File: src/rtl/mem_arbiter.sv
// Arbiter for a single-ported, fixed-latency main memory shared by the fetch and data-cache refill paths.
// The data side has priority, and a starvation counter bounds how long fetch can be locked out.
//
// Handshake: each requester holds its req, and its address and data, until it sees a one-cycle ack.
// A request is sampled only in IDLE. Address and data are latched at grant.
// The arbiter never acks both sides in one cycle and keeps at most one memory transaction outstanding.
module mem_arbiter #(
   parameter int ADDR_W       = 16,
   parameter int LINE_W       = 128,
   parameter int MEM_LATENCY  = 10,
   parameter int STARVE_LIMIT = 4
) (
   input  logic              clk,
   input  logic              reset,
   input  logic              ic_req,
   input  logic [ADDR_W-1:0] ic_addr,
   output logic              ic_ack,
   output logic [LINE_W-1:0] ic_rdata,
   input  logic              dc_req,
   input  logic              dc_we,
   input  logic [ADDR_W-1:0] dc_addr,
   input  logic [LINE_W-1:0] dc_wdata,
   output logic              dc_ack,
   output logic [LINE_W-1:0] dc_rdata,
   output logic              mem_req,
   output logic              mem_we,
   output logic [ADDR_W-1:0] mem_addr,
   output logic [LINE_W-1:0] mem_wdata,
   input  logic [LINE_W-1:0] mem_rdata,
   output logic              arb_busy
);

   typedef enum logic [1:0] {IDLE, ISSUE, WAIT, RESP} state_e;

   localparam logic [7:0] LAT_M1 = 8'(MEM_LATENCY - 1);
   localparam logic [3:0] LIMIT  = 4'(STARVE_LIMIT);

   state_e            state_q, state_d;
   logic [7:0]        cnt_q, cnt_d;
   logic [3:0]        starve_q, starve_d;
   logic              gnt_dc_q, gnt_dc_d;
   logic              we_q, we_d;
   logic [ADDR_W-1:0] addr_q, addr_d;
   logic [LINE_W-1:0] wdata_q, wdata_d;
   logic [LINE_W-1:0] ic_rdata_q, ic_rdata_d;
   logic [LINE_W-1:0] dc_rdata_q, dc_rdata_d;
   logic              starved;

   // Fetch is forced only when it is actually waiting and has lost STARVE_LIMIT times in a row.
   assign starved = ic_req && (starve_q == LIMIT);

   always_comb begin
      state_d    = state_q;
      cnt_d      = cnt_q;
      starve_d   = starve_q;
      gnt_dc_d   = gnt_dc_q;
      we_d       = we_q;
      addr_d     = addr_q;
      wdata_d    = wdata_q;
      ic_rdata_d = ic_rdata_q;
      dc_rdata_d = dc_rdata_q;
      case (state_q)
         IDLE: begin
            if (dc_req && !starved) begin
               state_d  = ISSUE;
               gnt_dc_d = 1'b1;
               we_d     = dc_we;
               addr_d   = dc_addr;
               wdata_d  = dc_wdata;
               if (ic_req && (starve_q < LIMIT)) begin
                  starve_d = starve_q + 4'd1;
               end
            end else if (ic_req) begin
               state_d  = ISSUE;
               gnt_dc_d = 1'b0;
               we_d     = 1'b0;
               addr_d   = ic_addr;
               wdata_d  = '0;
               starve_d = '0;
            end
         end
         ISSUE: begin
            cnt_d   = LAT_M1;
            state_d = WAIT;
         end
         WAIT: begin
            if (cnt_q == 8'd0) begin
               state_d = RESP;
               // A writeback leaves the data-side line register untouched.
               if (!gnt_dc_q) begin
                  ic_rdata_d = mem_rdata;
               end else if (!we_q) begin
                  dc_rdata_d = mem_rdata;
               end
            end else begin
               cnt_d = cnt_q - 8'd1;
            end
         end
         RESP: begin
            state_d = IDLE;
         end
         default: begin
            state_d = IDLE;
         end
      endcase
   end

   always_ff @(posedge clk or negedge reset) begin
      if (!reset) begin
         state_q    <= IDLE;
         cnt_q      <= '0;
         starve_q   <= '0;
         gnt_dc_q   <= 1'b0;
         we_q       <= 1'b0;
         addr_q     <= '0;
         wdata_q    <= '0;
         ic_rdata_q <= '0;
         dc_rdata_q <= '0;
      end else begin
         state_q    <= state_d;
         cnt_q      <= cnt_d;
         starve_q   <= starve_d;
         gnt_dc_q   <= gnt_dc_d;
         we_q       <= we_d;
         addr_q     <= addr_d;
         wdata_q    <= wdata_d;
         ic_rdata_q <= ic_rdata_d;
         dc_rdata_q <= dc_rdata_d;
      end
   end

   assign mem_req   = (state_q == ISSUE);
   assign mem_we    = we_q;
   assign mem_addr  = addr_q;
   assign mem_wdata = wdata_q;
   assign ic_ack    = (state_q == RESP) && !gnt_dc_q;
   assign dc_ack    = (state_q == RESP) && gnt_dc_q;
   assign ic_rdata  = ic_rdata_q;
   assign dc_rdata  = dc_rdata_q;
   assign arb_busy  = (state_q != IDLE);

endmodule
File: config.mk
export PLATFORM = sky130hd
export DESIGN_NAME = mem_arbiter
export DESIGN_NICKNAME = d
export VERILOG_FILES = /design/src/rtl/mem_arbiter.sv
export SDC_FILE = /design/constraint.sdc
export NUM_CORES = 1
export LEC_CHECK = 0
export ABC_AREA = 1
export CORE_AREA = 2 2 272 274
export CTS_CLUSTER_SIZE = 30
export DETAILED_ROUTE_END_ITERATION = 12
export DIE_AREA = 0 0 274 276
export GPL_ROUTABILITY_DRIVEN = 0
export PLACE_DENSITY = 0.52
export SYNTH_ARGS = -nofsm -noshare
export SYNTH_HDL_FRONTEND = slang
export SYNTH_SLANG_ARGS = --single-unit
File: constraint.sdc
create_clock -name clk -period 3.1 [get_ports clk]
set_input_delay 0.31 -clock clk [delete_from_list [all_inputs] [get_ports clk]]
set_output_delay 0.31 -clock clk [all_outputs]
set_load 0.01 [all_outputs]
==> results of run 1 <==
-- stage by stage --
stage	area (µm²)	worst slack, ns
3_5_place_dp	24200	0.723
3_3_place_gp	24200	0.810
6_report	26000	0.777
2_1_floorplan	16300	1.49
5_1_grt	26000	0.514
4_1_cts	26000	0.698
-- placed cells by master, fill, tap and decap left out, drive strengths merged --
| master | netlist | layout |
|---|---|---|
| a31oi | 1 | 1 |
| or2 | 1 | 1 |
| dfrtp | 416 | 416 |
| clkinvlp | 0 | 3 |
| buf | 77 | 37 |
| nand4 | 1 | 1 |
| bufinv | 0 | 7 |
| o21bai | 1 | 1 |
| clkdlybuf4s50 | 0 | 696 |
| inv | 172 | 176 |
| o21ai | 280 | 280 |
| nand3 | 20 | 20 |
| nor2 | 29 | 29 |
| diode | 0 | 2 |
| nand2 | 731 | 731 |
| a21oi | 2 | 2 |
| xor2 | 1 | 1 |
| clkbuf | 13 | 68 |
| ha | 8 | 8 |
| dlygate4sd3 | 0 | 1 |
| clkinv | 0 | 11 |
-- report_power, final --
group	total [µW]	internal, µW	switching [µW]
combinational	11100	5890	5250
clock	6140	3730	2410
sequential	9450	7970	1480
total	26700	17600	9130
-- per-layer routing --
layer  global-route usage, %  vias up
met3                    4.50      105
met5                       0        -
li1                        -     6810
met4                    5.14        2
met2                    24.9      523
met1                    17.1     6578
-- cells by family (layout without fill, tap and decap cells) --
| family | after synthesis | count (layout) | synth area share [%] |
|---|---|---|---|
| DFF | 416 | 416 | 64.0 |
| other | 0 | 2 | 0 |
| AOI/OAI and AO/OA | 284 | 284 | 8.83 |
| and+or+nand+nor | 782 | 782 | 18.4 |
| adders and majority gates | 8 | 8 | 0.616 |
| xor gates and xnor gates | 1 | 1 | 0.0539 |
| buffers and inverters | 262 | 999 | 8.06 |
-- critical path, cell delays in order, from the launching register on --
cell,delay [ns]
dfrtp_1,0.39
inv_1,0.08
ha_1,0.23
inv_2,0.14
clkdlybuf4s50_1,0.59
-- path summary, 6_finish.rpt --
check	start	end	slack [ns]	cells past startpoint
max in group asynchronous	reset	dc_rdata[55]	1.86	3
min in group asynchronous	reset	ic_rdata[125]	0.35	2
hold / removal	dc_wdata[2]	mem_wdata[2]	0.26	3
setup reg to reg	cnt_q[0]	dc_rdata[44]	0.78	9
hold reg to reg	mem_wdata[77]	mem_wdata[77]	0.48	2
setup / recovery	state_q[1]	arb_busy	0.78	4
-- final cells by class --
class | instances | share of cell area [%]
Sequential cell | 416 | 40.1
Timing Repair Buffer | 734 | 28.6
Multi-Input combinational cell | 1075 | 17.6
Clock buffer | 68 | 5.35
Tap cell | 959 | 4.62
Inverter | 172 | 2.50
Clock inverter | 25 | 1.29
Antenna cell | 2 | 0.0193
-- sequential cells by signal, summed over array words and instances, names as in the netlist --
signal and flops:
mem_we 1, cnt_q 8, ic_rdata 128, dc_rdata 128, mem_wdata 128, state_q 2
mem_addr 16, starve_q 4, gnt_dc_q 1
==> impl_metrics.env, run 1 <==
export IMPL_cts_buffer_depth=3
export IMPL_placed_cells=3355
export IMPL_cp_data_required_time_ns=2.79
export IMPL_start_util_pct=22.4
export IMPL_portBuffers=697
export IMPL_whs_ns=0.256
export IMPL_grt_first_pass_wirelength_um=86700
export IMPL_yosysUniqueCellTypes=24
export IMPL_numCtsBuffers=50
export IMPL_avgSynthCellArea_um2=9.28
export IMPL_synth_seq_cells=416
export IMPL_relSlewSlack_pct=48.8
export IMPL_nets=2750
export IMPL_routed_wl_um=56200
export IMPL_setup_tns_final_ns=0
export IMPL_io_pins=698
export IMPL_drc_errors=0
export IMPL_status="finished clean"
export IMPL_synthCells=1753
export IMPL_vias_per_cell=4.06
export IMPL_multi_input_area_mm2=0.00456
export IMPL_dp_hpwl_um=41600
export IMPL_die_h_um=276
export IMPL_power_density_mw_per_mm2=1030
export IMPL_dr_wl_met2_um=27200
export IMPL_drt_pass1_iterations=5
export IMPL_rows=99
export IMPL_fin_crit_ns=2.32
export IMPL_top_layer_used="met5"
export IMPL_fmax_ghz=0.431
export IMPL_die_x_um=274
export IMPL_root_buffer="clkbuf_16"
export IMPL_clock_skew_ns=0.0237
export IMPL_syn_area_mm2=0.0163
export IMPL_rsz0062_at_grt="false"
export IMPL_hold_buffers=1
export IMPL_core_mm2=0.0726
export IMPL_critPathCaptureType="primary output"
export IMPL_setup_viol=0
export IMPL_timing_final_crit_share_pct=74.9
export IMPL_vias=14000
export IMPL_drtAntennaViolNets=0
export IMPL_clk_latency_ns=0.59
export IMPL_synthToLayoutAreaGrowth_pct=59.6
export IMPL_initialDrtViolationCount=932
export IMPL_postCtsResizedCells=0
export IMPL_grt_max_degree=84
export IMPL_slew_violations=0
export IMPL_yosysSeqAreaShare_pct=64.0
export IMPL_cts_tree="done"
export IMPL_synth_top_area_cell="dfrtp_1"
export IMPL_worstPathMaxFanout=4
export IMPL_synth_nets=2054
export IMPL_synth_edf_count=0
export IMPL_synth_commonest_cells="729 x nand2_1, 416 x dfrtp_1, 244 x o21ai_1, 168 x inv_1, 36 x o21ai_0"
export IMPL_clock_sinks=416
export IMPL_nFillCells=7420
export IMPL_layout_drive_gt1_share_pct=5.34
export IMPL_grt_pass1_vias=14600
export IMPL_htree_levels=2
export IMPL_synth_area_top_cells="dfrtp_1 64%, nand2_1 17%, o21ai_1 7.5%, inv_1 3.9%, buf_6 2.3%"
export IMPL_hp_class="input port to flop"
export IMPL_cp_arrival_ns=2.01
export IMPL_p_leak_uw=0.0126
export IMPL_peakVddDrop_uv=482
export IMPL_stdcell_count=3451
export IMPL_clk_pin_slew_ns=0.06
export IMPL_die_area_mm2=0.0756
export IMPL_avgRoutedWirePerCell_um=16.3
export IMPL_tightestPinTransition_ns=0.768
export IMPL_regArea_mm2=0.0104
export IMPL_synth_top_flop_cell="dfrtp_1"
export IMPL_post_synth_top_count_cell="nand2_1"
export IMPL_final_util_pct=35.8
export IMPL_wl_met3_um=4670
export IMPL_yosys_warnings=0
export IMPL_cts_setup_buffers=0
export IMPL_groute_usage_overall_pct=14.5
export IMPL_drv_cap=0
export IMPL_yosys_area_top_type_share_pct=64.0
export IMPL_startpoint_type="flop"
export IMPL_p_total_uw=26700
export IMPL_overflow=0
export IMPL_drt_met1_wl_um=22400
export IMPL_path_class="flop to primary output"
export IMPL_antenna_found_initial=3
export IMPL_async_reset_ff_share_pct=100
export IMPL_finalHoldViolations=0
Note: power is estimated with default switching activity, not from simulation.
==> run 2: changes to the inputs <==
- CORE_AREA: 2 2 272 274 -> 2 2 273 275
- DIE_AREA: 0 0 274 276 -> 0 0 275 277
- clock period: 3.1 -> 2.35 ns (I/O delays scaled with it)
==> run 2 against run 1 <==
- largest power group unchanged
- worst setup slack got worse by 0.56 ns
- core utilization fell by 0.77 points
- first-iteration DRC count fell by 25%
- highest routed layer unchanged
- via count fell by 0.92%
- die area rose by 0.73%
- wire length fell by 1.4%
- combinational power rose by 32%
- sequential power rose by 32%
==> impl_metrics.env, run 2 (synthesized netlist as in run 1, its figures left out) <==
export IMPL_worstPathMaxFanout=4
export IMPL_r2r_start="cnt_q[0]"
export IMPL_p_total_uw=34600
export IMPL_rsz0062_at_grt="false"
export IMPL_tightestPinTransition_ns=0.842
export IMPL_status="finished clean"
export IMPL_drc_errors=0
export IMPL_worst_path_max_delay_cell="clkdlybuf4s50_1"
export IMPL_cp_arrival_ns=1.90
export IMPL_layout_commonest_cell="nand2_1"
export IMPL_critical_path_max_stage_delay_ns=0.59
export IMPL_fin_crit_ns=2.13
export IMPL_hp_class="input port to flop"
export IMPL_critPathTopFamily="buffers and inverters"
export IMPL_die_h_um=277
export IMPL_root_buffer="clkbuf_16"
export IMPL_power_density_mw_per_mm2=1350
export IMPL_fmax_ghz=0.469
export IMPL_clock_sinks=416
export IMPL_groute_usage_overall_pct=14.3
export IMPL_avgRoutedWirePerCell_um=16.1
export IMPL_cts_setup_buffers=0
export IMPL_numCtsBuffers=47
export IMPL_startpoint_type="flop"
export IMPL_mostFrequentLayoutCells="729 x nand2_1, 695 x clkdlybuf4s50_1, 416 x dfrtp_1"
export IMPL_critPathCaptureType="primary output"
export IMPL_layout_drive_gt1_share_pct=4.69
export IMPL_clk_pin_slew_ns=0.06
export IMPL_rows=100
export IMPL_vias=13900
export IMPL_die_area_mm2=0.0762
export IMPL_regToRegSetupSlack_ns=0.33
export IMPL_die_x_um=275
export IMPL_cp_data_required_time_ns=2.12
export IMPL_drtAntennaViolNets=0
export IMPL_r2r_cells=8
export IMPL_min_to="mem_wdata[14]"
export IMPL_path_cells="ha_1 > inv_1 > nor2_1 > clkdlybuf4s50_1"
export IMPL_core_mm2=0.0736
export IMPL_clk_latency_ns=0.58
export IMPL_antenna_found_initial=7
export IMPL_io_pins=698
export IMPL_grt_first_pass_wirelength_um=85200
export IMPL_cts_tree="done"
export IMPL_nets=2733
export IMPL_routed_wl_um=55400
export IMPL_drv_cap=0
export IMPL_setup_tns_final_ns=0
export IMPL_path_class="flop to primary output"
export IMPL_final_area_mm2=0.0257
export IMPL_relSlewSlack_pct=43.8
export IMPL_grt_pass1_vias=14400
export IMPL_portBuffers=697
export IMPL_finalHoldViolations=0
export IMPL_clock_skew_ns=0.0199
export IMPL_initialDrtViolationCount=697
export IMPL_synthToLayoutAreaGrowth_pct=58.3
export IMPL_vias_per_cell=4.03
export IMPL_start_util_pct=22.1
export IMPL_htree_levels=2
export IMPL_p_leak_uw=0.0125
export IMPL_path_buf_inv=2
export IMPL_peakVddDrop_uv=648
export IMPL_place_area_mm2=0.0241
export IMPL_holdCritStartpoint="dc_wdata[14]"
export IMPL_whs_path_depth=3
export IMPL_cts_buffer_depth=3
export IMPL_slew_violations=0
export IMPL_drt_pass1_iterations=4
export IMPL_timing_final_crit_share_pct=90.8
export IMPL_grt_max_degree=179
export IMPL_setup_viol=0
export IMPL_dp_hpwl_um=40800
export IMPL_overflow=0
export IMPL_rr_endpoint="dc_rdata[22]"
run 2: worst register-to-register path: stages (launching register included):
cell     delay [ns]
dfrtp_1        0.39
inv_1          0.14
ha_1           0.19
nand3_1        0.14
nor2_4         0.21
nand3_4        0.10
buf_12         0.23
nand2_1        0.39
o21ai_1        0.08
run 2: worst max-delay path by stage:
stage,slack (ns),start,cells past startpoint,end
finish,0.22,state_q[1],4,ic_ack
global route,0.12,state_q[0],6,dc_rdata[113]
CTS,0.008,state_q[1],4,arb_busy
detailed placement,0.35,state_q[0],5,dc_rdata[1]
global placement,0.40,state_q[0],6,dc_rdata[120]
floorplan,0.74,state_q[0],9,mem_wdata[40]
run 2: layout make-up:
cell class / count / area, µm²
antenna: 5 / 12.5
clock buffer: 71 / 1430
clock inverter: 17 / 179
fill: 7484 / 47800
inverter: 172 / 648
multi-input combinational: 1075 / 4560
sequential: 416 / 10400
tap: 969 / 1210
timing repair buffer: 720 / 7300
run 2: what timing repair did:
action / CTS / global route
resized for setup: 0 / 1
endpoints found under the hold margin: 44 / 0
endpoints found under the setup margin: 0 / 1
hold buffers: 1 / 0
run 2: through the flow:
step	utilization [%]	std cells	setup slack [ns]	hold WS, ns
6_report	35.0	3445	0.217	0.188
5_1_grt	35.0	3445	0.116	0.160
4_1_cts	35.0	3440	0.00803	0.137
3_5_place_dp	32.8	3351	0.353	0.236
3_3_place_gp	32.8	3351	0.403	0.228
2_1_floorplan	-	1753	0.742	-0.0606
run 2: power by group:
part	switching (µW)	internal [µW]	leakage, µW
Sequential	1940	10500	0.00487
Clock	3020	4530	0.000804
Combinational	6880	7740	0.00679
Total	11800	22800	0.0125
run 2: routing by layer:
layer	GRT usage (%)	vias up	part of all wire (%)
li1	-	6785	-
met1	16.5	6544	39
met2	24.8	471	50
met3	4.14	85	8.0
met4	5.20	4	3.0
met5	0	-	0.049
==> run 3: changes to the inputs <==
--- a/config.mk
+++ b/config.mk
@@ -8,5 +8,5 @@
 export ABC_AREA = 1
 export CORE_AREA = 2 2 273 275
-export CTS_CLUSTER_SIZE = 30
+export CTS_CLUSTER_SIZE = 28
 export DETAILED_ROUTE_END_ITERATION = 12
 export DIE_AREA = 0 0 275 277
==> constraint.sdc (replaced) <==
create_clock -name clk -period 2.35 [get_ports clk]
set_input_delay 0.5875 -clock clk [delete_from_list [all_inputs] [get_ports clk]]
set_output_delay 0.5875 -clock clk [all_outputs]
set_load 0.01 [all_outputs]
==> run 3 against run 2 <==
- total power grew 0.25%
- count of clock-buffer cells in the layout grew 1
- global-route usage rose by 0.26 points
- non-clock buffer count rose by 15
- clock skew decreased by 0.0041 ns
- die area is the same
- register-to-register slack got worse by 0.13 ns
- clock power about the same
- final area grew 0.54%
- critical path type unchanged
- highest routed layer unchanged
==> impl_metrics.env, run 3 (synthesized netlist as in run 1, its figures left out) <==
export IMPL_path_buf_inv=3
export IMPL_cts_tree="done"
export IMPL_critical_path_max_stage_delay_ns=0.41
export IMPL_cp_arrival_ns=1.66
export IMPL_grt_pass1_vias=14200
export IMPL_grt_first_pass_wirelength_um=86100
export IMPL_dp_hpwl_um=42100
export IMPL_avgRoutedWirePerCell_um=16.5
export IMPL_critPathCaptureType="primary output"
export IMPL_relSlewSlack_pct=47.1
export IMPL_critPathTopFamily="buffers and inverters"
export IMPL_root_buffer="clkbuf_16"
export IMPL_groute_usage_overall_pct=14.5
export IMPL_drt_pass1_iterations=7
export IMPL_p_leak_uw=0.0125
export IMPL_die_h_um=277
export IMPL_overflow=0
export IMPL_finalHoldViolations=0
export IMPL_synthToLayoutAreaGrowth_pct=59.2
export IMPL_setup_tns_final_ns=0
export IMPL_drtAntennaViolNets=0
export IMPL_die_area_mm2=0.0762
export IMPL_tightestPinTransition_ns=0.793
export IMPL_rows=100
export IMPL_rsz0062_at_grt="false"
export IMPL_worstPathMaxFanout=4
export IMPL_worst_path_max_delay_cell="dfrtp_1"
export IMPL_core_mm2=0.0736
export IMPL_nets=2751
export IMPL_io_pins=698
export IMPL_antenna_found_initial=7
export IMPL_fmax_ghz=0.444
export IMPL_path_class="flop to primary output"
export IMPL_initialDrtViolationCount=680
export IMPL_clk_pin_slew_ns=0.06
export IMPL_grt_max_degree=151
export IMPL_mostFrequentLayoutCells="729 x nand2_1, 692 x clkdlybuf4s50_1, 416 x dfrtp_1"
export IMPL_layout_drive_gt1_share_pct=5.11
export IMPL_clock_skew_ns=0.0158
export IMPL_status="finished clean"
export IMPL_start_util_pct=22.1
export IMPL_startpoint_type="flop"
export IMPL_portBuffers=697
export IMPL_p_total_uw=34700
export IMPL_htree_levels=2
export IMPL_drv_cap=0
export IMPL_fin_crit_ns=2.25
export IMPL_timing_final_crit_share_pct=95.8
export IMPL_path_cells="inv_1 > ha_2 > inv_2 > clkdlybuf4s15_2"
export IMPL_slew_violations=0
export IMPL_setup_viol=0
export IMPL_cts_buffer_depth=3
export IMPL_peakVddDrop_uv=733
export IMPL_die_x_um=275
export IMPL_clk_latency_ns=0.58
export IMPL_hp_class="flop to flop"
export IMPL_power_density_mw_per_mm2=1340
export IMPL_routed_wl_um=57000
export IMPL_drc_errors=0
export IMPL_layout_commonest_cell="nand2_1"
export IMPL_cp_data_required_time_ns=1.76
export IMPL_clock_sinks=416
export IMPL_numCtsBuffers=50
export IMPL_vias=13900
export IMPL_vias_per_cell=4.02
[run 3: final timing paths]
kind	start	endpoint	slack, ns	depth (start not counted)
setup / recovery	state_q[0]	arb_busy	0.1	4
hold / removal	mem_wdata[38]	mem_wdata[38]	0.47	2
setup reg to reg	cnt_q[0]	dc_rdata[127]	0.20	7
hold reg to reg	mem_wdata[38]	mem_wdata[38]	0.47	2
max in group asynchronous	reset	dc_rdata[54]	1.05	3
min in group asynchronous	reset	dc_rdata[1]	0.54	2
[run 3: area by class of cell]
cell class                 count  area, µm²
antenna                        3       7.51
clock buffer                  72       1450
clock inverter                13        146
fill                        7384      47700
inverter                     172        648
multi-input combinational   1075       4560
sequential                   416      10400
tap                          969       1210
timing repair buffer         735       7450
[run 3: through the flow]
step	worst slack [ns]	instances	hold WS [ns]	instance area, µm²	util (%)
detailed placement	0.144	3364	0.464	24300	33.0
floorplan	0.742	1753	0.292	16300	-
global placement	0.208	3364	0.460	24300	33.0
CTS	0.0392	3450	0.479	25900	35.1
finish	0.0986	3455	0.474	25900	35.2
global route	0.00478	3455	0.497	25900	35.2
[run 3: metal layers]
metal	global-route usage (%)	up-vias	wire, µm
met5	0	-	41
met2	25.0	483	27800
li1	-	6812	-
met1	17.0	6502	22800
met4	5.16	6	1650
met3	4.20	92	4720
[run 3: repair_timing]
item | in CTS | in global routing
hold buffers | 1 | 0
endpoints found under the hold margin | 26 | 0
endpoints found under the setup margin | 4 | 1
gates resized for setup | 7 | 0
pin swaps | 0 | 1
setup buffers | 0 | 2
[run 3: power by group]
part | internal, µW | switching [µW]
registers | 10500 | 1960
clock network | 4480 | 3060
logic | 7820 | 6890
[run 3: tightest hold or removal path, stage by stage (launching register included)]
cell	delay, ns
dfrtp_1	0.34
nand2_1	0.05
nand2_1	0.05
